## src/rtl/weight_config_streamer_pkg.sv

```systemverilog
// Shared types, header field layout and header legality check for the
// weight-configuration streamer.
package weight_cfg_pkg;

    typedef enum logic [1:0] {IDLE, PAYLOAD, DRAIN} state_t;

    localparam int LAYER_MSB  = 31;
    localparam int LAYER_LSB  = 24;
    localparam int NEURON_MSB = 23;
    localparam int NEURON_LSB = 12;
    localparam int COUNT_MSB  = 11;
    localparam int COUNT_LSB  = 0;

    function automatic logic hdr_legal(input logic [31:0] word, input int num_layers,
                                       input int max_neurons, input int max_weights);
        int l, n, c;
        l = int'(word[LAYER_MSB:LAYER_LSB]);
        n = int'(word[NEURON_MSB:NEURON_LSB]);
        c = int'(word[COUNT_MSB:COUNT_LSB]);
        return (l < num_layers) && (n < max_neurons) && (c != 0) && (c <= max_weights);
    endfunction

endpackage

```

## src/rtl/weight_config_streamer_if.sv

```systemverilog
// Host word stream (valid/ready) feeding the weight-configuration streamer.
interface weight_config_streamer_if;
    logic [31:0] s_data;
    logic        s_valid;
    logic        s_ready;

    modport master (output s_data, output s_valid, input s_ready);
    modport slave  (input s_data, input s_valid, output s_ready);
endinterface

```

## src/rtl/weight_config_streamer.sv

```systemverilog
// Turns a header + N payload host words into broadcast weight writes
// addressed to one (layer, neuron) weight memory; illegal headers are drained.
module weight_config_streamer
    import weight_cfg_pkg::*;
#(
    parameter int data_bits   = 16,
    parameter int max_weights = 784,
    parameter int num_layers  = 4,
    parameter int max_neurons = 32
) (
    input  logic                            clk,
    input  logic                            reset,
    input  logic                            abort,
    weight_config_streamer_if.slave         host,
    output logic                            weight_valid,
    output logic [31:0]                     weight_value,
    output logic [31:0]                     config_layer_no,
    output logic [31:0]                     config_neuron_no,
    output logic                            busy,
    output logic                            done,
    output logic                            hdr_error
);

    // DRAIN must be able to count any 12-bit header count, even above max_weights.
    localparam int CW = ($clog2(max_weights + 1) > 12) ? $clog2(max_weights + 1) : 12;

    state_t                r_state, w_state_nxt;
    logic [CW-1:0]         r_remaining, w_remaining_nxt;
    logic                  r_weight_valid, r_done, r_hdr_error;
    logic [31:0]           r_weight_value, r_layer, r_neuron;
    logic                  w_accept, w_emit, w_done, w_hdr_err, w_cfg_load, w_last;
    logic [11:0]           w_count;
    logic signed [data_bits-1:0] w_weight;

    assign host.s_ready = !reset && !abort;
    assign w_accept     = host.s_valid && host.s_ready;
    assign w_count      = host.s_data[COUNT_MSB:COUNT_LSB];
    assign w_weight     = host.s_data[data_bits-1:0];
    assign w_last       = (r_remaining == CW'(1));

    always_comb begin
        w_state_nxt     = r_state;
        w_remaining_nxt = r_remaining;
        w_emit          = 1'b0;
        w_done          = 1'b0;
        w_hdr_err       = 1'b0;
        w_cfg_load      = 1'b0;
        if (abort) begin
            w_state_nxt     = IDLE;
            w_remaining_nxt = '0;
        end else if (w_accept) begin
            case (r_state)
                IDLE: begin
                    if (w_count == 12'd0) begin
                        w_hdr_err = 1'b1;
                    end else if (hdr_legal(host.s_data, num_layers, max_neurons, max_weights)) begin
                        w_cfg_load      = 1'b1;
                        w_remaining_nxt = CW'(w_count);
                        w_state_nxt     = PAYLOAD;
                    end else begin
                        w_hdr_err       = 1'b1;
                        w_remaining_nxt = CW'(w_count);
                        w_state_nxt     = DRAIN;
                    end
                end
                PAYLOAD: begin
                    w_emit          = 1'b1;
                    w_done          = w_last;
                    w_remaining_nxt = r_remaining - CW'(1);
                    if (w_last) w_state_nxt = IDLE;
                end
                DRAIN: begin
                    w_remaining_nxt = r_remaining - CW'(1);
                    if (w_last) w_state_nxt = IDLE;
                end
                default: w_state_nxt = IDLE;
            endcase
        end
    end

    always_ff @(posedge clk) begin
        if (reset) begin
            r_state        <= IDLE;
            r_remaining    <= '0;
            r_weight_valid <= 1'b0;
            r_weight_value <= '0;
            r_layer        <= '0;
            r_neuron       <= '0;
            r_done         <= 1'b0;
            r_hdr_error    <= 1'b0;
        end else begin
            r_state        <= w_state_nxt;
            r_remaining    <= w_remaining_nxt;
            r_weight_valid <= w_emit;
            r_done         <= w_done;
            r_hdr_error    <= w_hdr_err;
            if (w_emit) r_weight_value <= 32'(w_weight);
            // Address only moves on a legal header so receivers never see it change mid-transfer.
            if (w_cfg_load) begin
                r_layer  <= 32'(host.s_data[LAYER_MSB:LAYER_LSB]);
                r_neuron <= 32'(host.s_data[NEURON_MSB:NEURON_LSB]);
            end
        end
    end

    assign weight_valid     = r_weight_valid;
    assign weight_value     = r_weight_value;
    assign config_layer_no  = r_layer;
    assign config_neuron_no = r_neuron;
    assign done             = r_done;
    assign hdr_error        = r_hdr_error;
    assign busy             = (r_state != IDLE);

endmodule

```

## src/flat_wrapper.sv

```systemverilog
// flat-port wrapper written by rule: the top's interface ports become plain ports
module weight_config_streamer_flat import weight_cfg_pkg::*;
#(
    parameter int data_bits   = 16,
    parameter int max_weights = 784,
    parameter int num_layers  = 4,
    parameter int max_neurons = 32
)
  (clk, reset, abort, weight_valid, weight_value, config_layer_no, config_neuron_no, busy, done, hdr_error, host_s_data, host_s_valid, host_s_ready);
  weight_config_streamer_if host_i ();
  input  logic clk;
  input  logic reset;
  input  logic abort;
  output logic weight_valid;
  output logic [31:0] weight_value;
  output logic [31:0] config_layer_no;
  output logic [31:0] config_neuron_no;
  output logic busy;
  output logic done;
  output logic hdr_error;
  input wire logic [$bits(host_i.s_data)-1:0] host_s_data;
  input wire logic [$bits(host_i.s_valid)-1:0] host_s_valid;
  output wire logic [$bits(host_i.s_ready)-1:0] host_s_ready;
  assign host_i.s_data = host_s_data;
  assign host_i.s_valid = host_s_valid;
  assign host_s_ready = host_i.s_ready;
  weight_config_streamer #(.data_bits(data_bits), .max_weights(max_weights), .num_layers(num_layers), .max_neurons(max_neurons)) u_core (.clk(clk), .reset(reset), .abort(abort), .host(host_i), .weight_valid(weight_valid), .weight_value(weight_value), .config_layer_no(config_layer_no), .config_neuron_no(config_neuron_no), .busy(busy), .done(done), .hdr_error(hdr_error));
endmodule
```

## config.mk

```make
export PLATFORM = sky130hd
export DESIGN_NAME = weight_config_streamer_flat
export DESIGN_NICKNAME = d
export VERILOG_FILES = /design/src/rtl/weight_config_streamer_pkg.sv /design/src/rtl/weight_config_streamer_if.sv /design/src/rtl/weight_config_streamer.sv /design/src/flat_wrapper.sv
export SDC_FILE = /design/constraint.sdc
export NUM_CORES = 1
export LEC_CHECK = 0
export CORE_MARGIN = 2
export CORE_UTILIZATION = 44
export DETAILED_ROUTE_END_ITERATION = 8
export PLACE_DENSITY = 0.86
export SLEW_MARGIN = 15
export SYNTH_ARGS = -nofsm -noshare
export SYNTH_HDL_FRONTEND = slang
export SYNTH_SLANG_ARGS = --single-unit
```

## constraint.sdc

```tcl
create_clock -name clk -period 5.5 [get_ports clk]
set_input_delay 1.1 -clock clk [delete_from_list [all_inputs] [get_ports clk]]
set_output_delay 1.1 -clock clk [all_outputs]
set_load 0.02 [all_outputs]
```

==> Word-level counts from Yosys, hierarchy flattened <==
Cells that the tools add are included.
Widths: inputs -> output; s select.
{ "totals": {"out_inout_bits": 101, "wordCells": 54, "input_bits": 36, "reg_bits": 53} }
{ "op_classes": {"add_sub_neg": 1, "n_bitwise": 3, "muxes": 16, "eq_ne": 5, "reduce_logical": 18, "n_lt_le_gt_ge": 3} }
{ "op_table": {"columns": ["op", "n"], "rows": [
  ["$pmux 12 s2", 1],
  ["$eq 12x1->1 const B", 1],
  ["$le 12x10->1 const B", 1],
  ["$logic_not 12->1", 1],
  ["$lt 12x6->1 const B", 1],
  ["$mux 12", 1],
  ["$reduce_bool 12->1", 1],
  ["$sub 12x1->12 const B", 1],
  ["$mux 1", 10],
  ["$lt 8x3->1 const B", 1],
  ["$reduce_or 4->1", 2],
  ["$mux 2", 3],
  ["$reduce_and 3->1", 2],
  ["$logic_and 1x1->1", 5],
  ["$pmux 2 s2", 1],
  ["$reduce_bool 2->1", 2],
  ["$reduce_or 2->1", 2],
  ["$not 1->1", 3],
  ["$eq 2x1->1 const B", 1],
  ["$eq 2x2->1 const B", 1],
  ["$logic_not 1->1", 2],
  ["$logic_not 2->1", 1],
  ["$ne 2x1->1 const B", 1],
  ["$ne 2x2->1 const B", 1]
]} }

==> Logic depth before layout (Yosys ltp) <==
Gate-level depths: netlist (run 1).
{ "depth": {"word_depth": 9, "depth_mapped": 8, "mapped_depth_nobuf": 6} }

==> Worst setup path after synthesis (run 1) <==
Ideal clock, no wire load.
{ "synth_path": {"kind": "input to output", "startpoint": "in abort", "endpoint": "out host_s_ready", "arrival_ns": 1.564, "n_path_buf": 1, "slack_ns": 2.836, "t_required_ns": 4.400, "stages": 3, "cell_sequence": "or2_1 buf_2 clkinv_2"} }
{ "synth_between": {"elab_chain_len": 2} }
{ "synth_rtl": {"columns": ["element", "line_no", "text"], "rows": [
  ["start: declaration", "flat_wrapper.sv:13", "input logic abort;"],
  ["$logic_not 1->1", "weight_config_streamer.sv:35", "assign host.s_ready = !reset && !abort;"],
  ["$logic_and 1x1->1", "weight_config_streamer.sv:35", null],
  ["end: declaration", "flat_wrapper.sv:23", "output wire logic [$bits(host_i.s_ready)-1:0] host_s_ready;"]
]} }
No other way between the ends.

==> Worst setup path after layout (run 1) <==
{ "layout_path": {"startpoint": "in reset", "endpoint": "out host_s_ready"} }
{ "layout_between": {"elab_chain_len": 2} }
{ "layout_rtl": {"columns": ["element", "line_no", "text"], "rows": [
  ["start: declaration", "flat_wrapper.sv:12", "input logic reset;"],
  ["$logic_not 1->1", "weight_config_streamer.sv:35", null],
  ["$logic_and 1x1->1", "weight_config_streamer.sv:35", null]
]} }
No other way between the ends.

==> results.py, run 1 <==
metrics = {
    "status": {
        "status": "completed",
    },
    "pwr": {
        "internal-power_mw": 0.5602,
        "p_sw_frac": 0.2591,
        "power.share.clock": 0.346,
        "p_sw_mw": 0.1959,
        "vdd_drop_max_v": 0.0001938,
        "p_comb_frac": 0.140,
        "p_leak_nw": 1.300,
        "p_seq_frac": 0.514,
        "p_per_area_nw_per_um2": 208.8,
    },
    "clock_tree": {
        "clkTransAtPathRegs_ns": 0.09,
        "cts_tree": "done",
        "cts_setup_buffers": 0,
        "cts_buffers": 5,
        "clock-sinks": 53,
        "clk_latency_ns": 0.31,
        "cts_buffer_depth": 2,
        "ctsHoldBuffers": 0,
        "cts_htree_levels": 2,
        "cts_resized": 0,
        "cts-root-buf": "clkbuf_8",
    },
    "layout": {
        "final_cell_mix": "clkdlybuf4s50_1 (92), dfxtp_1 (53), conb_1 (44), nand2_1 (36), a21oi_1 (24)",
        "layout_commonest_cell": "clkdlybuf4s50_1",
        "design_area_um2": 3622,
        "drive_above_1_share": 0.04010,
        "fillers": 573,
        "multiInputGateArea_um2": 1371,
        "antennaDiodeCount": 0,
        "regArea_um2": 1061,
        "fin_nets": 439,
        "area_delta_synth_final_pct": 27.31,
    },
    "logic_synthesis": {
        "ys.flop_type": "dfxtp_1",
        "avgSynthCellArea_um2": 8.570,
        "synth-seq-cells": 53,
        "async_flop_share": 0,
        "syn-instance-count": 332,
        "yosysSeqAreaShare": 0.3729,
        "ys_warn_count": 0,
        "synth-edff-count": 0,
        "ys_types": 47,
        "synth_area_um2": 2845,
    },
    "timing": {
        "worst_slew_pin_slew_ns": 0.8675,
        "drv_slew": 0,
        "rsz0062_at_grt": "false",
        "max_slew_margin": 0.4206,
        "tns_ns": 0,
        "clock.fmax_ghz": 0.2282,
        "worst_slack_ns": 1.118,
        "skew_ns": 0.006348,
        "setup_viol": 0,
        "min_period_ns": 4.382,
        "hold_viol": 0,
        "fin_crit_sh": 0.7967,
    },
    "worst_setup_path": {
        "critical_path_peak_fanout": 44,
        "criticalPathCategory": "in -> out",
        "critPathArrivalTime_ns": 3.28,
        "rrSetupSlack_ns": 2.36,
        "end_kind": "output pin",
        "reg2regPathDepth": 6,
        "worst_ep_required_time_ns": 4.40,
        "cp-start-kind": "input port",
    },
    "drt": {
        "vias_per_cell": 5.261,
        "vias": 2504,
        "ant_nets": 0,
        "drt_first_pass_iters": 5,
        "drt-total-wl_um": 6977,
        "avgRoutedWirePerCell_um": 14.66,
        "drc_errors": 0,
        "drt_iter0_markers": 267,
    },
    "floorplan": {
        "start_util": 0.4507,
        "coreArea_um2": 6314,
        "die_h_um": 84.42,
        "io_pins": 137,
        "die_w_um": 84.42,
        "dieArea_um2": 7126,
        "row_count": 29,
    },
    "placement": {
        "post-dp-hpwl_um": 5183,
        "pre_cts_slack_ns": 1.137,
        "gp_congestion": 0.9257,
        "placed_cell_area_um2": 3515,
        "numPortBuffers": 92,
    },
    "global_routing": {
        "grt_max_degree": 45,
        "overflow": 0,
        "antenna_found_initial": 0,
        "grtUsageTotal": 0.1924,
        "grt_pass1_wl_um": 11210,
        "grt_pass1_vias": 2327,
    },
    "run": {
        "max-cap-violations": 0,
    },
    "hold_path": {
        "hold_path_depth": 2,
        "hp-class": "reg -> reg",
    },
}
[cell usage after synthesis (2+ instances only)]
master / n / area [um^2]
nand3_1: 7 / 35.03
or3_1: 3 / 18.77
ha_1: 4 / 50.05
nor3b_1: 14 / 105.1
nand4_1: 3 / 18.77
nor2_1: 8 / 30.03
nand2_1: 36 / 135.1
a211oi_1: 6 / 45.04
o211ai_1: 2 / 15.01
o21ai_1: 5 / 25.02
o32ai_1: 4 / 35.03
o41ai_1: 3 / 26.28
a31oi_1: 7 / 43.79
nor4_1: 4 / 25.02
buf_2: 8 / 40.04
nor3_1: 5 / 25.02
and4_1: 2 / 17.52
or4_1: 3 / 22.52
nand2b_1: 17 / 106.4
o31ai_1: 7 / 52.55
a21oi_1: 24 / 120.1
clkbuf_1: 9 / 33.78
nor4_2: 2 / 25.02
mux2i_1: 7 / 70.07
inv_1: 8 / 30.03
dfxtp_1: 53 / 1061
buf_4: 61 / 457.9
[critical path, cell delays in order]
cell	delay, ns
clkdlybuf4s50_1	0.45
buf_4	0.35
or2_1	0.54
clkinv_2	0.23
clkdlybuf4s50_1	0.59
[sequential cells by signal, indices dropped and copies added (netlist names)]
| name | cells |
|---|---|
| u_core.weight_valid | 1 |
| u_core.r_state | 2 |
| u_core.weight_value | 16 |
| u_core.config_layer_no | 8 |
| u_core.r_remaining | 12 |
| u_core.config_neuron_no | 12 |
| u_core.done | 1 |
| u_core.hdr_error | 1 |
[area by class of cell]
class / instances / share of cell area
multi-input combinational: 233 / 0.3786
sequential: 53 / 0.2929
timing repair buffer: 95 / 0.2604
tap: 77 / 0.02660
clock buffer: 5 / 0.01900
inverter: 11 / 0.01174
clock inverter: 2 / 0.01071
[cells by family (layout without fill, tap and decap cells)]
family                   Yosys count  count (layout)  share of synthesized area
AO/OA/AOI/OAI                     69              69                     0.1711
adder cells (fa/ha/maj)            4               4                    0.01759
buffers and inverters             89             113                     0.2018
flip-flops                        53              53                     0.3729
multiplexers                       7               7                    0.02463
other                              1              44                   0.001318
AND/OR/NAND/NOR                  109             109                     0.2106
[worst paths after layout]
check                                       startpoint                endpoint
worst max-delay path                             reset            host_s_ready
worst min-delay path            u_core.weight_value[3]  u_core.weight_value[3]
worst max register to register       u_core.r_state[0]   u_core.r_remaining[0]
worst min register to register  u_core.weight_value[3]  u_core.weight_value[3]
[per-layer routing]
layer / vias to the layer above / track usage / wire, um
met1: 1163 / 0.2372 / 2809
met3: 20 / 0.05605 / 634
met4: 0 / 0.08081 / 204
met2: 123 / 0.3153 / 3329
met5: - / 0 / 0
li1: 1198 / - / -
[power by group through the flow]
stage,Combinational [mW],Sequential [mW],Clock (mW)
floorplan,0.0887,0.397,0
global placement,0.104,0.397,0
detailed placement,0.105,0.397,0
CTS,0.105,0.388,0.267
global route,0.115,0.389,0.280
finish,0.106,0.388,0.262
[metrics by stage]
stage / total power [mW] / utilization / instances / hold WS [ns]
after floorplan: 0.4856 / - / 375 / 0.4521
after global placement: 0.5006 / 0.5567 / 469 / 0.4429
after detailed placement: 0.5018 / 0.5567 / 469 / 0.4488
after CTS: 0.7601 / 0.5737 / 476 / 0.4626
after global routing: 0.7840 / 0.5737 / 476 / 0.4859
final: 0.7562 / 0.5737 / 476 / 0.4610
No activity file was read; power rests on OpenSTA's default activity.
==> inputs of run 2 (changes only) <==
Settings changed: CORE_UTILIZATION 44 to 41, PLACE_DENSITY 0.86 to 0.81.
Clock period 5.5 ns to 4.2 ns, I/O delays scaled along.
==> results.py, run 2 (synthesized netlist as in run 1, its figures left out) <==
metrics = {
    "worst_setup_path": {
        "slowest_delay_ns": 0.60,
        "path_cells": "clkdlybuf4s50_1, or2_1, clkinv_2, clkdlybuf4s50_1",
        "critPathArrivalTime_ns": 2.70,
        "worst_ep_required_time_ns": 3.36,
        "criticalPathCategory": "in -> out",
        "cp_common_cell": "clkdlybuf4s50_1",
        "rr_startpoint": "u_core.r_state[0]",
        "end_kind": "output pin",
        "critical_path_peak_fanout": 15,
        "crit_start": "reset",
        "cp-start-kind": "input port",
        "slowest_stage": "clkdlybuf4s50_1",
    },
    "pwr": {
        "internal-power_mw": 0.6725,
        "p_seq_frac": 0.549,
        "p_comb_frac": 0.151,
        "vdd_drop_max_v": 0.0002130,
        "p_sw_mw": 0.2537,
        "p_per_area_nw_per_um2": 256.5,
        "p_leak_nw": 1.291,
        "power_mw": 0.9262,
        "p_sw_frac": 0.2739,
        "power.share.clock": 0.300,
    },
    "run": {
        "max-cap-violations": 0,
    },
    "timing": {
        "worst_slew_pin_slew_ns": 0.9216,
        "clock.fmax_ghz": 0.2825,
        "worst_slack_ns": 0.6597,
        "hold_viol": 0,
        "drv_slew": 0,
        "tns_ns": 0,
        "min_period_ns": 3.540,
        "setup_viol": 0,
        "max_slew_margin": 0.3845,
        "fin_crit_sh": 0.8429,
        "skew_ns": 0.01111,
        "rsz0062_at_grt": "false",
    },
    "clock_tree": {
        "clock-sinks": 53,
        "cts_tree": "done",
        "clkTransAtPathRegs_ns": 0.08,
        "cts_resized": 0,
        "cts_htree_levels": 2,
        "cts_buffer_depth": 2,
        "cts-root-buf": "clkbuf_8",
        "clk_latency_ns": 0.30,
        "ctsHoldBuffers": 0,
        "cts_buffers": 5,
        "cts_setup_buffers": 0,
    },
    "layout": {
        "multiInputGateArea_um2": 1371,
        "area_delta_synth_final_pct": 26.91,
        "fin_cells": 480,
        "final_cell_mix": "clkdlybuf4s50_1 (92), dfxtp_1 (53), conb_1 (44), nand2_1 (36), a21oi_1 (24)",
        "fillers": 617,
        "largest_reg_flops": 16,
        "fin_nets": 440,
        "layout_commonest_cell": "clkdlybuf4s50_1",
        "drive_above_1_share": 0.04250,
        "antennaDiodeCount": 0,
        "regArea_um2": 1061,
        "final_core_util": 0.5344,
    },
    "status": {
        "status": "completed",
    },
    "global_routing": {
        "grt_max_degree": 44,
        "grt_pass1_vias": 2202,
        "overflow": 0,
        "grtUsageTotal": 0.1731,
        "antenna_found_initial": 0,
        "grt_pass1_wl_um": 10540,
    },
    "floorplan": {
        "die_h_um": 87.31,
        "io_pins": 137,
        "row_count": 30,
        "die_w_um": 87.31,
        "start_util": 0.4211,
        "coreArea_um2": 6756,
        "dieArea_um2": 7622,
    },
    "drt": {
        "ant_nets": 0,
        "vias": 2468,
        "met1_length_um": 2813,
        "drt_first_pass_iters": 4,
        "drt-total-wl_um": 6794,
        "top_layer_used": "met4",
        "wl_met3_um": 753,
        "drc_errors": 0,
        "route.met2.wl_um": 3195,
        "vias_per_cell": 5.142,
        "avgRoutedWirePerCell_um": 14.15,
        "drt_iter0_markers": 242,
    },
    "placement": {
        "place_inst": 473,
        "pre_cts_slack_ns": 0.6701,
        "post-dp-hpwl_um": 4984,
        "numPortBuffers": 92,
        "gp_congestion": 0.9489,
    },
    "hold_path": {
        "hp-class": "reg -> reg",
        "min-delay-start": "u_core.weight_value[9]",
    },
}
## run 2: cell types whose count changed in the layout (fill, tap and decap cells not counted)
cell        before  now
buf_4            3    4
bufinv_16        1    0
clkinv_4         0    1
clkinvlp_4       0    1
inv_6            1    0
## run 2: cell type report
type | count | area share
multi-input cells | 233 | 0.3798
flip-flops and latches | 53 | 0.2938
repair buffers | 96 | 0.2633
well taps | 80 | 0.02772
clock buffers | 5 | 0.01906
inverters | 11 | 0.01178
clock inverters | 2 | 0.004505
## run 2: power groups by stage
stage,registers (mW),clock network [mW],logic (mW)
global placement,0.520,0,0.136
finish,0.508,0.278,0.139
floorplan,0.520,0,0.116
detailed placement,0.520,0,0.137
global route,0.509,0.308,0.151
CTS,0.508,0.291,0.138
## run 2: path summary, 6_finish.rpt
kind                            depth (start not counted)                endpoint  slack [ns]
worst max-delay path                                    4            host_s_ready        0.66
worst min-delay path                                    2  u_core.weight_value[9]        0.46
worst min register to register                          2  u_core.weight_value[9]        0.46
worst max register to register                          7   u_core.r_remaining[0]        1.47
## run 2: per-stage QoR
step                cell area, um^2  hold slack, ns
CTS                            3611          0.4578
floorplan                      3007          0.4521
finish                         3611          0.4573
detailed placement             3526          0.4455
global route                   3611          0.4743
global placement               3526          0.4424
## run 2: worst max-delay path: cells and delay by family
| kind | cells | cell delay [ns] |
|---|---|---|
| AND/OR/NAND/NOR | 1 | 0.52 |
| buffers and inverters | 3 | 1.34 |
## run 2: per-layer routing
layer	vias up	global-route usage
met4	0	0.04336
met1	1139	0.2129
met5	-	0
li1	1201	-
met3	6	0.06161
met2	122	0.2879
